===== src/rtl/mem_access_ctrl.sv =====
// mem_access_ctrl: MEM-stage data-memory access sequencer.
// Takes a load/store from the EX/MEM register and runs it on a req/ack bus.
// It builds the byte enables, lane-replicates the store data, and
// sign- or zero-extends the load data. The pipeline is stalled until the
// access completes. Misaligned requests and bus timeouts raise one-cycle
// exception pulses.
//
// Ports:
//   clk_in, rst_in            clock, asynchronous active-low reset
//   mem_read_in/mem_write_in  load/store request (both set => store)
//   size_in, unsigned_in      access size (00 B, 01 H, 1x W), zero-extend loads
//   addr_in, wdata_in         byte address, store data
//   bus_*                     req/ack data bus (registered outputs)
//   stall_out                 freezes IF/ID/EX/MEM while the access is open
//   rdata_out/rdata_valid_out extended load result and its one-cycle valid
//   misalign_out/timeout_out  exception pulses
module mem_access_ctrl #(
    parameter int WIDTH   = 32,
    parameter int TIMEOUT = 16
) (
    input  logic             clk_in,
    input  logic             rst_in,
    input  logic             mem_read_in,
    input  logic             mem_write_in,
    input  logic [1:0]       size_in,
    input  logic             unsigned_in,
    input  logic [WIDTH-1:0] addr_in,
    input  logic [WIDTH-1:0] wdata_in,
    output logic             bus_req_out,
    output logic             bus_we_out,
    output logic [WIDTH-1:0] bus_addr_out,
    output logic [3:0]       bus_be_out,
    output logic [WIDTH-1:0] bus_wdata_out,
    input  logic             bus_ack_in,
    input  logic [WIDTH-1:0] bus_rdata_in,
    output logic             stall_out,
    output logic [WIDTH-1:0] rdata_out,
    output logic             rdata_valid_out,
    output logic             misalign_out,
    output logic             timeout_out
);

    localparam int CW = $clog2(TIMEOUT);

    typedef enum logic [1:0] {
        IDLE   = 2'b00,
        ACCESS = 2'b01,
        RESP   = 2'b10
    } state_t;

    state_t          state_r, state_s;
    logic [CW-1:0]   cnt_r;
    logic [1:0]      lane_r;
    logic [1:0]      size_r;
    logic            unsigned_r;
    logic            req_s, aligned_s, accept_s, tmo_s, stall_s;
    logic            misalign_r, rdata_valid_r, timeout_r, bus_we_r;
    logic [3:0]      bus_be_r;
    logic [WIDTH-1:0] bus_addr_r, bus_wdata_r, rdata_r;

    // Byte enables for a size/offset pair; size 11 behaves as a word.
    function automatic logic [3:0] calc_be(input logic [1:0] size, input logic [1:0] lo);
        case (size)
            2'b00:   calc_be = 4'b0001 << lo;
            2'b01:   calc_be = lo[1] ? 4'b1100 : 4'b0011;
            default: calc_be = 4'b1111;
        endcase
    endfunction

    // Replicate the store operand so that every enabled lane sees it.
    function automatic logic [31:0] calc_wdata(input logic [1:0] size, input logic [31:0] wd);
        case (size)
            2'b00:   calc_wdata = {4{wd[7:0]}};
            2'b01:   calc_wdata = {2{wd[15:0]}};
            default: calc_wdata = wd;
        endcase
    endfunction

    // Select the addressed lane of the bus word and extend it to 32 bits.
    function automatic logic [31:0] extend(input logic [1:0] size, input logic uns,
                                           input logic [1:0] lo, input logic [31:0] rd);
        logic [31:0] shifted;
        logic [15:0] half;
        shifted = rd >> {lo, 3'b000};
        half    = lo[1] ? rd[31:16] : rd[15:0];
        case (size)
            2'b00:   extend = {{24{shifted[7] & ~uns}}, shifted[7:0]};
            2'b01:   extend = {{16{half[15] & ~uns}}, half};
            default: extend = rd;
        endcase
    endfunction

    assign req_s = mem_read_in | mem_write_in;

    // Alignment check for the request that is currently presented.
    always_comb begin
        case (size_in)
            2'b00:   aligned_s = 1'b1;
            2'b01:   aligned_s = ~addr_in[0];
            default: aligned_s = (addr_in[1:0] == 2'b00);
        endcase
    end

    // Next-state and stall decode.
    always_comb begin
        state_s  = state_r;
        accept_s = 1'b0;
        tmo_s    = 1'b0;
        stall_s  = 1'b0;
        case (state_r)
            IDLE: begin
                if (req_s && aligned_s) begin
                    accept_s = 1'b1;
                    stall_s  = 1'b1;
                    state_s  = ACCESS;
                end else begin
                    state_s  = IDLE;
                end
            end
            ACCESS: begin
                stall_s = 1'b1;
                // A same-cycle ack takes priority over the expiring counter.
                if (bus_ack_in) begin
                    state_s = RESP;
                end else if (cnt_r == CW'(TIMEOUT - 1)) begin
                    tmo_s   = 1'b1;
                    state_s = RESP;
                end else begin
                    state_s = ACCESS;
                end
            end
            RESP:    state_s = IDLE;
            default: state_s = IDLE;
        endcase
    end

    // State register.
    always_ff @(posedge clk_in or negedge rst_in) begin
        if (!rst_in) begin
            state_r <= IDLE;
        end else begin
            state_r <= state_s;
        end
    end

    // Access context, cycle counter, read-data latch and exception pulses.
    always_ff @(posedge clk_in or negedge rst_in) begin
        if (!rst_in) begin
            cnt_r         <= '0;
            lane_r        <= 2'b00;
            size_r        <= 2'b00;
            unsigned_r    <= 1'b0;
            bus_we_r      <= 1'b0;
            bus_be_r      <= 4'b0000;
            bus_addr_r    <= '0;
            bus_wdata_r   <= '0;
            rdata_r       <= '0;
            misalign_r    <= 1'b0;
            rdata_valid_r <= 1'b0;
            timeout_r     <= 1'b0;
        end else begin
            misalign_r    <= (state_r == IDLE) && req_s && !aligned_s;
            rdata_valid_r <= (state_r == ACCESS) && bus_ack_in && !bus_we_r;
            timeout_r     <= tmo_s;
            if (accept_s) begin
                cnt_r       <= '0;
                lane_r      <= addr_in[1:0];
                size_r      <= size_in;
                unsigned_r  <= unsigned_in;
                bus_we_r    <= mem_write_in;
                bus_be_r    <= calc_be(size_in, addr_in[1:0]);
                bus_addr_r  <= {addr_in[WIDTH-1:2], 2'b00};
                bus_wdata_r <= calc_wdata(size_in, wdata_in);
            end else if (state_r == ACCESS) begin
                cnt_r <= cnt_r + CW'(1);
            end else begin
                cnt_r <= cnt_r;
            end
            if ((state_r == ACCESS) && bus_ack_in && !bus_we_r) begin
                rdata_r <= extend(size_r, unsigned_r, lane_r, bus_rdata_in);
            end else if (tmo_s) begin
                rdata_r <= '0;
            end else begin
                rdata_r <= rdata_r;
            end
        end
    end

    assign bus_req_out     = (state_r == ACCESS);
    assign bus_we_out      = bus_we_r;
    assign bus_be_out      = bus_be_r;
    assign bus_addr_out    = bus_addr_r;
    assign bus_wdata_out   = bus_wdata_r;
    assign rdata_out       = rdata_r;
    assign rdata_valid_out = rdata_valid_r;
    assign misalign_out    = misalign_r;
    assign timeout_out     = timeout_r;
    // The issue-cycle stall is combinational. Gating it with the reset keeps
    // the pipeline released while reset is held, even if a request is still
    // being presented.
    assign stall_out       = stall_s & rst_in;

endmodule


===== config.mk =====
export PLATFORM = sky130hd
export DESIGN_NAME = mem_access_ctrl
export DESIGN_NICKNAME = d
export VERILOG_FILES = /design/src/rtl/mem_access_ctrl.sv
export SDC_FILE = /design/constraint.sdc
export NUM_CORES = 1
export LEC_CHECK = 0
export BUFFER_PORTS_ARGS = -buffer_cell sky130_fd_sc_hd__buf_4
export CORE_MARGIN = 4
export CORE_UTILIZATION = 50
export CTS_BUF_LIST = sky130_fd_sc_hd__clkbuf_8
export DETAILED_ROUTE_END_ITERATION = 6
export PLACE_DENSITY = 0.82
export SETUP_SLACK_MARGIN = 0.02
export SLEW_MARGIN = 10
export SYNTH_ARGS = -nofsm -noshare
export SYNTH_HDL_FRONTEND = slang
export SYNTH_SLANG_ARGS = --single-unit

===== constraint.sdc =====
create_clock -name clk_in -period 2.44 [get_ports clk_in]
set_input_delay 0.366 -clock clk_in [delete_from_list [all_inputs] [get_ports clk_in]]
set_output_delay 0.366 -clock clk_in [all_outputs]
set_load 0.05 [all_outputs]

==> impl_metrics.json <==
{
  "path_buf_inv": 1,
  "ys.flop_type": "dfrtp_1",
  "utilization_pct": 71.9,
  "gp_congestion": 0.841,
  "synthMuxAreaShare_pct": 18.8,
  "fp.coreArea_mm2": 0.0103,
  "ys_types": 45,
  "path_delay_family": "simple AND/OR/NAND/NOR gates",
  "p_sw_share_pct": 46.3,
  "cts_sinks": 113,
  "clock_path_buffers": 2,
  "io_pins": 210,
  "p_sw_mw": 5.08,
  "dp_slack_ns": 0.221,
  "yosysSeqAreaShare_pct": 53.9,
  "placed_cells": 756,
  "endpoint_kind": "primary output",
  "path_max_fanout": 4,
  "cts_max_level": 4,
  "synth.top_cell.area_share_pct": 53.9,
  "finalPower_mw": 11.0,
  "dieArea_mm2": 0.0122,
  "synthCells": 433,
  "worst_slack_ns": 0.183,
  "grt_usage_pct": 23.5,
  "rsz0062_at_grt": "false",
  "max_slew_margin_pct": 18.4,
  "setup-violations-final": 0,
  "wl_per_cell_um": 18.1,
  "place_area_mm2": 0.00690,
  "crit_type": "reg2out",
  "route.detailed.drc": 0,
  "synthTopCellsByArea": "dfrtp_1 54%, mux2_2 12%, mux2i_1 6.1%",
  "cp.arrival_ns": 1.89,
  "p_int_mw": 5.90,
  "cts_tree": "yes",
  "synth_largest_area_cell": "dfrtp_1",
  "slowest_stage": "dfrtp_1",
  "synth-simple-area-share_pct": 8.49,
  "antenna_found_initial": 0,
  "clk_latency_ns": 0.43,
  "synth_top_family_by_area": "multiplexers",
  "ys_warn_count": 0,
  "vias_per_cell": 5.41,
  "dp_hpwl_um": 10500,
  "met1Wirelength_um": 5600,
  "grt_pass1_vias": 4505,
  "leakagePower_nw": 3.50,
  "min_path_type": "in2async",
  "syn_area_mm2": 0.00524,
  "synthAdderAreaFrac_pct": 0.239,
  "dr_wl_met2_um": 7150,
  "synthXorXnorAreaFrac_pct": 0.668,
  "ant_nets": 0,
  "max-cap-violations": 0,
  "finalNetCount": 745,
  "vias": 4272,
  "pwr-share-seq_pct": 28.8,
  "pwr-share-clk_pct": 18.9,
  "num_antenna_cells": 0,
  "p_per_area_mw_per_mm2": 1490,
  "dr_wl_met3_um": 1430,
  "syn_avg_cell_area_um2": 12.1,
  "fin_tns_setup_ns": 0,
  "async_reset_ff_share_pct": 100,
  "outcome": "finished, final reports clean",
  "layout-drive-gt1-share_pct": 48.4,
  "synth_compound_area_share_pct": 13.9,
  "hold_violations": 0,
  "ys_ff_latch": 113,
  "cts_buffers": 17,
  "area_growth_pct": 40.9,
  "critPathMaxStageDelay_ns": 0.40,
  "pwr-share-comb_pct": 52.3,
  "period_minus_slack_ns": 2.26,
  "tightest_slew_ns": 1.22,
  "die_h_um": 110,
  "initial_utilization_pct": 51.0,
  "clk_pin_slew_ns": 0.07,
  "highest_layer": "met4",
  "multi_input_area_mm2": 0.00223,
  "drt_iter0_markers": 179,
  "grt_max_degree": 114,
  "grt_pass1_wl_um": 23000,
  "synth_edf_count": 0,
  "grt_overflow": 0,
  "cts_root_buffer": "clkbuf_8",
  "path_cells": "or2_2 > a2111oi_4 > nor2_1 > nor3b_4 > buf_6",
  "fin_cells": 789,
  "required_ns": 2.07,
  "die_w_um": 110,
  "ir_drop_mv": 1.06,
  "design_area_mm2": 0.00739,
  "rows": 37,
  "skew_ns": 0.0113,
  "io_buffers": 207,
  "hold_ws_ns": 0.0449,
  "fin_crit_sh_pct": 92.5,
  "drtPass1Iterations": 5,
  "finalWirelength_um": 14300,
  "slew_viol_final": 0,
  "fillers": 750,
  "regArea_mm2": 0.00283,
  "worst_setup_path_start_kind": "flip-flop",
  "fmax_mhz": 443
}
==> power groups by stage <==
stage                     clock (mW)  combinational [mW]  sequential, mW
after floorplan                    0                1.48            5.64
after global placement             0                5.67            3.15
after detailed placement           0                5.77            3.18
after CTS                       2.11                5.79            3.16
after global routing            2.20                6.03            3.26
final                           2.07                5.75            3.16
==> cell families after synthesis <==
family,Yosys count
multiplexers,91
other,1
flip-flops,113
adder cells (fa/ha/maj),1
AND/OR/NAND/NOR,86
XOR/XNOR,4
AO/OA/AOI/OAI,101
buffers and inverters,36
==> Yosys cell counts (2+ instances only) <==
cell type	number
nand2_1	16
xor2_1	2
a21oi_1	28
clkbuf_1	14
buf_2	2
o2bb2ai_1	8
a32o_1	8
mux2_2	55
nor2_1	27
nand2b_1	17
a2bb2oi_1	3
or2_2	4
nor2b_1	9
inv_1	2
buf_6	6
mux2_1	4
a221o_1	17
a2111oi_4	2
o21ai_0	30
dfrtp_1	113
buf_4	6
xnor2_1	2
and2_0	2
buf_1	4
mux2i_1	32
==> path summary, 6_finish.rpt <==
kind | startpoint | endpoint | slack, ns | cells after the start
min reg2reg | rdata_out[2] | rdata_out[2] | 0.49 | 1
max | state_r[0] | stall_out | 0.18 | 5
max in group asynchronous | rst_in | bus_wdata_out[5] | 1.97 | 2
min in group clk_in | addr_in[21] | bus_addr_out[21] | 0.14 | 2
max reg2reg | state_r[1] | rdata_out[19] | 0.21 | 6
min | rst_in | rdata_out[8] | 0.04 | 2
==> timing repair <==
item	CTS	global route
setup buffers	1	0
hold buffers	0	0
resized for setup	0	1
endpoints found under the setup margin	1	1
pin swaps	1	1
==> cell type report <==
| cell class | instances | area share (%) |
|---|---|---|
| flip-flops and latches | 113 | 38.3 |
| inverters | 4 | 0.203 |
| well taps | 136 | 2.30 |
| clock inverters | 11 | 2.49 |
| clock buffers | 21 | 3.91 |
| repair buffers | 219 | 22.6 |
| multi-input cells | 285 | 30.2 |
==> registers in the layout (all words and copies together) (netlist names) <==
register         cells
misalign_out         1
state_r              2
unsigned_r           1
cnt_r                4
bus_we_out           1
bus_addr_out        30
size_r               2
rdata_valid_out      1
lane_r               2
rdata_out           32
timeout_out          1
bus_be_out           4
bus_wdata_out       32
==> per-layer routing <==
metal	vias to the layer above	global-route usage, %
met1	2108	26.5
li1	1982	-
met4	0	7.22
met5	-	0
met2	170	39.7
met3	12	10.7
==> cells in the final DEF (no fill, tap or decap), types with 3 or more instances in the layout <==
master     instances
a21oi_1           28
a221o_1           17
a2bb2oi_1          3
a32o_1             8
buf_4            216
bufinv_16          5
clkbuf_8          21
dfrtp_1          113
inv_1              4
mux2_1             4
mux2_2            55
mux2i_1           32
nand2_1           16
nand2b_1          17
nor2_1            26
nor2b_1            9
o21ai_0           30
o2bb2ai_1          8
or2_2              4
(Power assumes the default switching activity.)
